File: src/rtl/vr16_isa_pkg.sv
// VR16 ISA constants, instruction field layout and helpers shared by the
// program loader and the instruction decoder.
package vr16_isa_pkg;

  localparam int unsigned INSTR_W = 16;
  localparam int unsigned OPC_W   = 4;
  localparam int unsigned REG_W   = 2;
  localparam int unsigned IMM_W   = 4;

  localparam int unsigned OPC_LSB = 12;
  localparam int unsigned RA_LSB  = 10;
  localparam int unsigned RB_LSB  = 8;
  localparam int unsigned RC_LSB  = 6;
  localparam int unsigned RD_LSB  = 4;
  localparam int unsigned IMM_LSB = 0;

  localparam logic [OPC_W-1:0] OP_STOREI = 4'b1000;
  localparam logic [OPC_W-1:0] OP_JUMP   = 4'b1001;
  localparam logic [OPC_W-1:0] OP_DELETE = 4'b1010;
  localparam logic [OPC_W-1:0] OP_HALT   = 4'b1111;

  localparam logic [OPC_W-1:0] OP_RSV_LO = 4'b1011;
  localparam logic [OPC_W-1:0] OP_RSV_HI = 4'b1110;

  typedef struct packed {
    logic [OPC_W-1:0] opcode;
    logic [REG_W-1:0] reg_a;
    logic [REG_W-1:0] reg_b;
    logic [REG_W-1:0] reg_c;
    logic [REG_W-1:0] reg_d;
    logic [IMM_W-1:0] imm;
  } instr_fields_t;

  typedef enum logic [1:0] {
    ST_IDLE  = 2'd0,
    ST_RUN   = 2'd1,
    ST_DRAIN = 2'd2,
    ST_DONE  = 2'd3
  } enc_state_t;

  // Place each field at its architectural bit position in the word.
  function automatic logic [INSTR_W-1:0] pack_instr(input instr_fields_t f);
    logic [INSTR_W-1:0] w;
    w = '0;
    w[OPC_LSB +: OPC_W] = f.opcode;
    w[RA_LSB  +: REG_W] = f.reg_a;
    w[RB_LSB  +: REG_W] = f.reg_b;
    w[RC_LSB  +: REG_W] = f.reg_c;
    w[RD_LSB  +: REG_W] = f.reg_d;
    w[IMM_LSB +: IMM_W] = f.imm;
    return w;
  endfunction

  function automatic logic is_reserved(input logic [OPC_W-1:0] opc);
    return (opc >= OP_RSV_LO) && (opc <= OP_RSV_HI);
  endfunction

endpackage

File: src/rtl/enc_fifo.sv
// Synchronous FIFO for packed instruction words; DEPTH must be a power of two.
module enc_fifo #(
  parameter int unsigned WIDTH = 16,
  parameter int unsigned DEPTH = 4
) (
  input  logic             clk,
  input  logic             reset,
  input  logic             push,
  input  logic [WIDTH-1:0] wdata,
  input  logic             pop,
  output logic [WIDTH-1:0] rdata,
  output logic             full,
  output logic             empty
);

  localparam int unsigned PTR_W = $clog2(DEPTH);
  localparam logic [PTR_W:0] PTR_ONE = (PTR_W+1)'(1);

  logic [WIDTH-1:0] mem_q [DEPTH];
  logic [PTR_W:0]   wr_ptr_q, rd_ptr_q;
  logic             do_push, do_pop;

  // Pointers carry one extra wrap bit to tell full from empty.
  assign empty   = (wr_ptr_q == rd_ptr_q);
  assign full    = (wr_ptr_q[PTR_W] != rd_ptr_q[PTR_W]) &&
                   (wr_ptr_q[PTR_W-1:0] == rd_ptr_q[PTR_W-1:0]);
  assign do_push = push && !full;
  assign do_pop  = pop && !empty;
  assign rdata   = mem_q[rd_ptr_q[PTR_W-1:0]];

  always_ff @(posedge clk or posedge reset) begin
    if (reset) begin
      wr_ptr_q <= '0;
      rd_ptr_q <= '0;
    end else begin
      if (do_push) wr_ptr_q <= wr_ptr_q + PTR_ONE;
      if (do_pop)  rd_ptr_q <= rd_ptr_q + PTR_ONE;
    end
  end

  always_ff @(posedge clk) begin
    if (do_push) mem_q[wr_ptr_q[PTR_W-1:0]] <= wdata;
  end

endmodule

File: src/rtl/instruction_encoder.sv
// VR16 program loader: packs field tuples, buffers them and writes consecutive
// instruction-memory words. Define INSTR_ENC_CHECK_EN to drop reserved opcodes.
module instruction_encoder
  import vr16_isa_pkg::*;
#(
  parameter int unsigned ADDR_W     = 8,
  parameter int unsigned FIFO_DEPTH = 4
) (
  input  logic               clk,
  input  logic               reset,
  input  logic               start,
  input  logic [ADDR_W-1:0]  base_addr,
  input  logic               in_valid,
  output logic               in_ready,
  input  logic [OPC_W-1:0]   in_opcode,
  input  logic [REG_W-1:0]   in_reg_a,
  input  logic [REG_W-1:0]   in_reg_b,
  input  logic [REG_W-1:0]   in_reg_c,
  input  logic [REG_W-1:0]   in_reg_d,
  input  logic [IMM_W-1:0]   in_imm,
  input  logic               test_stall,
  output logic               mem_we,
  output logic [ADDR_W-1:0]  mem_addr,
  output logic [INSTR_W-1:0] mem_wdata,
  output logic               busy,
  output logic               done,
  output logic [ADDR_W:0]    wr_count,
  output logic               err
);

  localparam logic [ADDR_W-1:0] ADDR_ONE = ADDR_W'(1);
  localparam logic [ADDR_W:0]   CNT_ONE  = (ADDR_W+1)'(1);

  enc_state_t         state_q, state_d;
  instr_fields_t      fields;
  logic [INSTR_W-1:0] word_in, word_out;
  logic               fifo_full, fifo_empty;
  logic               accept, rsv, push, pop, start_ok;
  logic [ADDR_W-1:0]  addr_q;
  logic               mem_we_q, busy_q, done_q, err_q;
  logic [ADDR_W-1:0]  mem_addr_q;
  logic [INSTR_W-1:0] mem_wdata_q;
  logic [ADDR_W:0]    wr_count_q;

  assign fields  = '{opcode: in_opcode, reg_a: in_reg_a, reg_b: in_reg_b,
                     reg_c: in_reg_c, reg_d: in_reg_d, imm: in_imm};
  assign word_in = pack_instr(fields);

  assign in_ready = (state_q == ST_RUN) && !fifo_full;
  assign accept   = in_valid && in_ready;
  assign start_ok = start && (state_q == ST_IDLE);

`ifdef INSTR_ENC_CHECK_EN
  assign rsv = is_reserved(in_opcode);
`else
  assign rsv = 1'b0;
`endif

  assign push = accept && !rsv;
  assign pop  = !fifo_empty && !test_stall &&
                ((state_q == ST_RUN) || (state_q == ST_DRAIN));

  enc_fifo #(
    .WIDTH (INSTR_W),
    .DEPTH (FIFO_DEPTH)
  ) u_fifo (
    .clk   (clk),
    .reset (reset),
    .push  (push),
    .wdata (word_in),
    .pop   (pop),
    .rdata (word_out),
    .full  (fifo_full),
    .empty (fifo_empty)
  );

  always_ff @(posedge clk or posedge reset) begin
    if (reset) state_q <= ST_IDLE;
    else       state_q <= state_d;
  end

  // DRAIN waits for the final write strobe to retire before signalling done.
  always_comb begin
    state_d = state_q;
    case (state_q)
      ST_IDLE:  if (start) state_d = ST_RUN;
      ST_RUN:   if (accept && (in_opcode == OP_HALT)) state_d = ST_DRAIN;
      ST_DRAIN: if (fifo_empty && !mem_we_q) state_d = ST_DONE;
      ST_DONE:  state_d = ST_IDLE;
      default:  state_d = ST_IDLE;
    endcase
  end

  always_ff @(posedge clk or posedge reset) begin
    if (reset) begin
      addr_q      <= '0;
      mem_we_q    <= 1'b0;
      mem_addr_q  <= '0;
      mem_wdata_q <= '0;
      wr_count_q  <= '0;
      err_q       <= 1'b0;
      busy_q      <= 1'b0;
      done_q      <= 1'b0;
    end else begin
      mem_we_q <= pop;
      busy_q   <= (state_d == ST_RUN) || (state_d == ST_DRAIN);
      done_q   <= (state_d == ST_DONE);
      if (pop) begin
        mem_addr_q  <= addr_q;
        mem_wdata_q <= word_out;
        addr_q      <= addr_q + ADDR_ONE;
        if (wr_count_q != '1) wr_count_q <= wr_count_q + CNT_ONE;
      end
      if (start_ok) begin
        addr_q     <= base_addr;
        wr_count_q <= '0;
        err_q      <= 1'b0;
      end
      if (accept && rsv) err_q <= 1'b1;
    end
  end

  assign mem_we    = mem_we_q;
  assign mem_addr  = mem_addr_q;
  assign mem_wdata = mem_wdata_q;
  assign wr_count  = wr_count_q;
  assign busy      = busy_q;
  assign done      = done_q;
  assign err       = err_q;

endmodule

File: config.mk
export PLATFORM = sky130hd
export DESIGN_NAME = instruction_encoder
export DESIGN_NICKNAME = d
export VERILOG_FILES = /design/src/rtl/vr16_isa_pkg.sv /design/src/rtl/enc_fifo.sv /design/src/rtl/instruction_encoder.sv
export SDC_FILE = /design/constraint.sdc
export NUM_CORES = 1
export LEC_CHECK = 0
export ABC_AREA = 1
export BUFFER_PORTS_ARGS = -buffer_cell sky130_fd_sc_hd__buf_2
export CAP_MARGIN = 20
export CORE_UTILIZATION = 57
export CTS_BUF_LIST = sky130_fd_sc_hd__clkbuf_8 sky130_fd_sc_hd__clkbuf_16
export DETAILED_ROUTE_END_ITERATION = 10
export PLACE_DENSITY = 0.79
export SETUP_SLACK_MARGIN = 0.4
export SYNTH_ARGS = -nofsm -noshare
export SYNTH_HDL_FRONTEND = slang
export SYNTH_HIERARCHICAL = 1
export SYNTH_SLANG_ARGS = --single-unit
File: constraint.sdc
create_clock -name clk -period 4.3 [get_ports clk]
set_input_delay 0.43 -clock clk [delete_from_list [all_inputs] [get_ports clk]]
set_output_delay 0.43 -clock clk [all_outputs]
set_load 0.01 [all_outputs]
==> out/results.tsv <==
stage	metric	value	unit
outcome	outcome	completed	
layout	seqCellArea	0.003223	mm2
layout	layout_common_cells	nand2_1, buf_2, edfxtp_1, nor2_1, dfrtp_1	
pwr	switchingPower	1.607	mW
critical_path	worstPathRequired	4.43	ns
layout	antenna_cells	0	
place	gp_congestion	0.8300	
sta	final_max_slew_viol_count	0	
clocking	clockBufferDepth	2	
grt	grtUsageTotal	0.2461	
critical_path	critPathSlowestCell	dfrtp_1	
routing	drt_wl_total	10.49	mm
die	io_pins	67	
die	num_rows	34	
pwr	power.density	726.2	mW/mm2
clocking	ctsHtreeMaxLevel	4	
pwr	internal_power	2.809	mW
layout	nets	616	
sta	finalHoldViolations	0	
sta	max_clock_freq	354.2	MHz
grt	grt_max_degree	47	
clocking	cts_tree	yes	
critical_path	critPathCaptureType	register	
pwr	power.leakage	2.807	nW
sta	tightest_slew	0.9573	ns
routing	wl_per_cell	15.11	um
routing	postRouteAntennaNets	0	
die	die_w	96.43	um
layout	utilization	0.7007	
routing	drt-initial-drc-count	253	
sta	fin_crit	2.823	ns
die	start_util	0.5856	
critical_path	cp-start-kind	register	
clocking	ctsResizeCount	0	
synth	syn_inst	501	
place	dp_hpwl	6.659	mm
synth	synthTopCellsByArea	edfxtp_1, dfrtp_1, nand2_1, o21ai_0, nor2_1	
critical_path	crit_chain	inv_4 > nand2_1 > nand2_2 > nand3_4 > inv_1 > inv_1 > nand2_1 > nor2_1 > nand2_1 > inv_1 > nand2_1 > inv_1	
synth	synth_largest_area_cell	edfxtp_1	
sta	tns	0	ns
flow_run	maxCapViolCount	0	
synth	ys_ff_latch	116	
clocking	root_buffer	clkbuf_8	
layout	multi_input_area	0.001599	mm2
pwr	p_clk_frac	0.316	
critical_path	crit_family	buffers and inverters	
place	dp_cells	661	
grt	overflow	0	
clocking	clkSlewWorstSetupHoldPaths	0.06	ns
critical_path	crit_buf_inv	5	
die	die_area	0.009298	mm2
place	io_buffer_count	65	
critical_path	cp_max_fo	20	
pwr	p_seq_frac	0.374	
pwr	peakVddDrop	0.0003981	V
clocking	numClockSinks	116	
synth	syn-num-nets	544	
critical_path	crit_arrival	2.96	ns
synth	yosys.area.top_type_share	0.3781	
synth	synth_edf_count	64	
routing	first_pass_iters	5	
sta	rsz0062_at_grt	no	
layout	finalNonFillerCells	694	
pwr	power.share.combinational	0.311	
grt	antenna_found_initial	0	
synth	async_reset_ff_frac	0.4483	
layout	area_delta_synth_final	19.65	%
synth	synth-seq-area-share	0.6342	
synth	netlist_area	0.005082	mm2
pwr	p_sw_frac	0.3639	
clocking	cts_buffers	17	
synth	avgSynthCellArea	10.14	um2
hold_path	hold_path_class	in2reg	
clocking	clk_latency	0.51	ns
layout	layout-drive-gt1-share	0.2031	
grt	grt_first_pass_wirelength	16.79	mm
synth	yosys_warnings	6	
routing	route.vias.total	3746	
sta	setup_viol	0	
routing	viasPerCell	5.398	
critical_path	critPathKind	reg2reg	
die	core	0.008678	mm2
synth	synth.distinct_cells	31	
layout	final_common_cell	nand2_1	
sta	fin_skew	0.007598	ns
synth	synthFlopType	edfxtp_1	
clocking	postCtsSetupBuffers	0	
sta	relSlewSlack	0.3609	
grt	grt_pass1_vias	3652	
critical_path	max_stage_delay	0.74	ns
die	die_y	96.43	um
sta	finalCritPeriodShare	0.6566	
layout	fill_cells	643	
routing	drt_drc_violations_left	0	
## synth_stat cells, types with 3 or more instances
| cell type | n |
|---|---|
| dfrtp_1 | 52 |
| ha_1 | 14 |
| a21oi_1 | 5 |
| nor2_1 | 56 |
| inv_4 | 3 |
| nand3_1 | 23 |
| o21ai_0 | 45 |
| inv_1 | 38 |
| edfxtp_1 | 64 |
| nand4_1 | 4 |
| nand2_1 | 141 |
| o22ai_1 | 16 |
| nand2_2 | 6 |
| buf_2 | 9 |
## final timing paths
check	from	end	slack (ns)	cells past startpoint
worst min register to register	mem_addr[2]	mem_addr[2]	0.47	2
worst max register to register	u_fifo/rd_ptr_q[1]	u_fifo/mem_q[3][6]	1.48	12
max in group asynchronous	reset	mem_wdata[10]	2.99	3
min in group asynchronous	reset	u_fifo/wr_ptr_q[1]	0.41	3
worst min-delay path	in_imm[0]	u_fifo/mem_q[0][0]	0.14	1
worst max-delay path	u_fifo/rd_ptr_q[1]	u_fifo/mem_q[3][6]	1.48	12
## final cells by class
class	count	area share
repair buffers	70	0.06008
clock buffers	17	0.06811
inverters	41	0.02654
multi-input cells	327	0.2630
well taps	108	0.02222
clock inverters	15	0.03004
flip-flops and latches	116	0.5300
## flip-flops by register name (all words and copies together) (netlist names)
name,cells
state_q,2
wr_count,9
addr_q,8
busy,1
u_fifo/wr_ptr_q,3
u_fifo/rd_ptr_q,3
mem_we,1
mem_wdata,16
done,1
u_fifo/mem_q,64
mem_addr,8
## through the flow
| stage | cell area, um2 | power (mW) | hold WS, ns | setup slack, ns |
|---|---|---|---|---|
| 6_report | 6081 | 4.416 | 0.1367 | 1.477 |
| 5_1_grt | 6081 | 4.694 | 0.1222 | 1.218 |
| 3_3_place_gp | 5474 | 2.946 | 0.3813 | 1.650 |
| 2_1_floorplan | 5082 | 2.620 | 0.2210 | 1.982 |
| 3_5_place_dp | 5474 | 3.008 | 0.3838 | 1.487 |
| 4_1_cts | 6081 | 4.427 | 0.1207 | 1.473 |
## layer usage
metal	track usage	routed length (um)	vias up
met3	0.06260	573	20
met1	0.3093	4619	1798
met2	0.4060	5144	116
met5	0	0	-
li1	-	-	1812
met4	0.1066	148	0
## kinds of logic (layout without fill, tap and decap cells)
kind of cell               count (synthesis)  in the layout  synth area share
xor gates and xnor gates                   3              3          0.008864
adders and majority gates                 14             14           0.03447
DFF                                      116            116            0.6342
and+or+nand+nor                          240            240            0.1982
buffers and inverters                     58            143           0.05120
other                                      1              1         0.0007378
AOI/OAI and AO/OA                         69             69           0.07238
## timing repair
item,CTS,global route
setup endpoints to repair,0,0
hold endpoints to repair,6,0
hold buffers,1,0
## power groups by stage
stage / sequential, mW / combinational (mW) / clock, mW
2_1_floorplan: 1.68 / 0.940 / 0
3_3_place_gp: 1.65 / 1.29 / 0
3_5_place_dp: 1.66 / 1.34 / 0
4_1_cts: 1.65 / 1.37 / 1.41
5_1_grt: 1.69 / 1.55 / 1.46
6_report: 1.65 / 1.37 / 1.39
No activity file was read; power rests on OpenSTA's default activity.
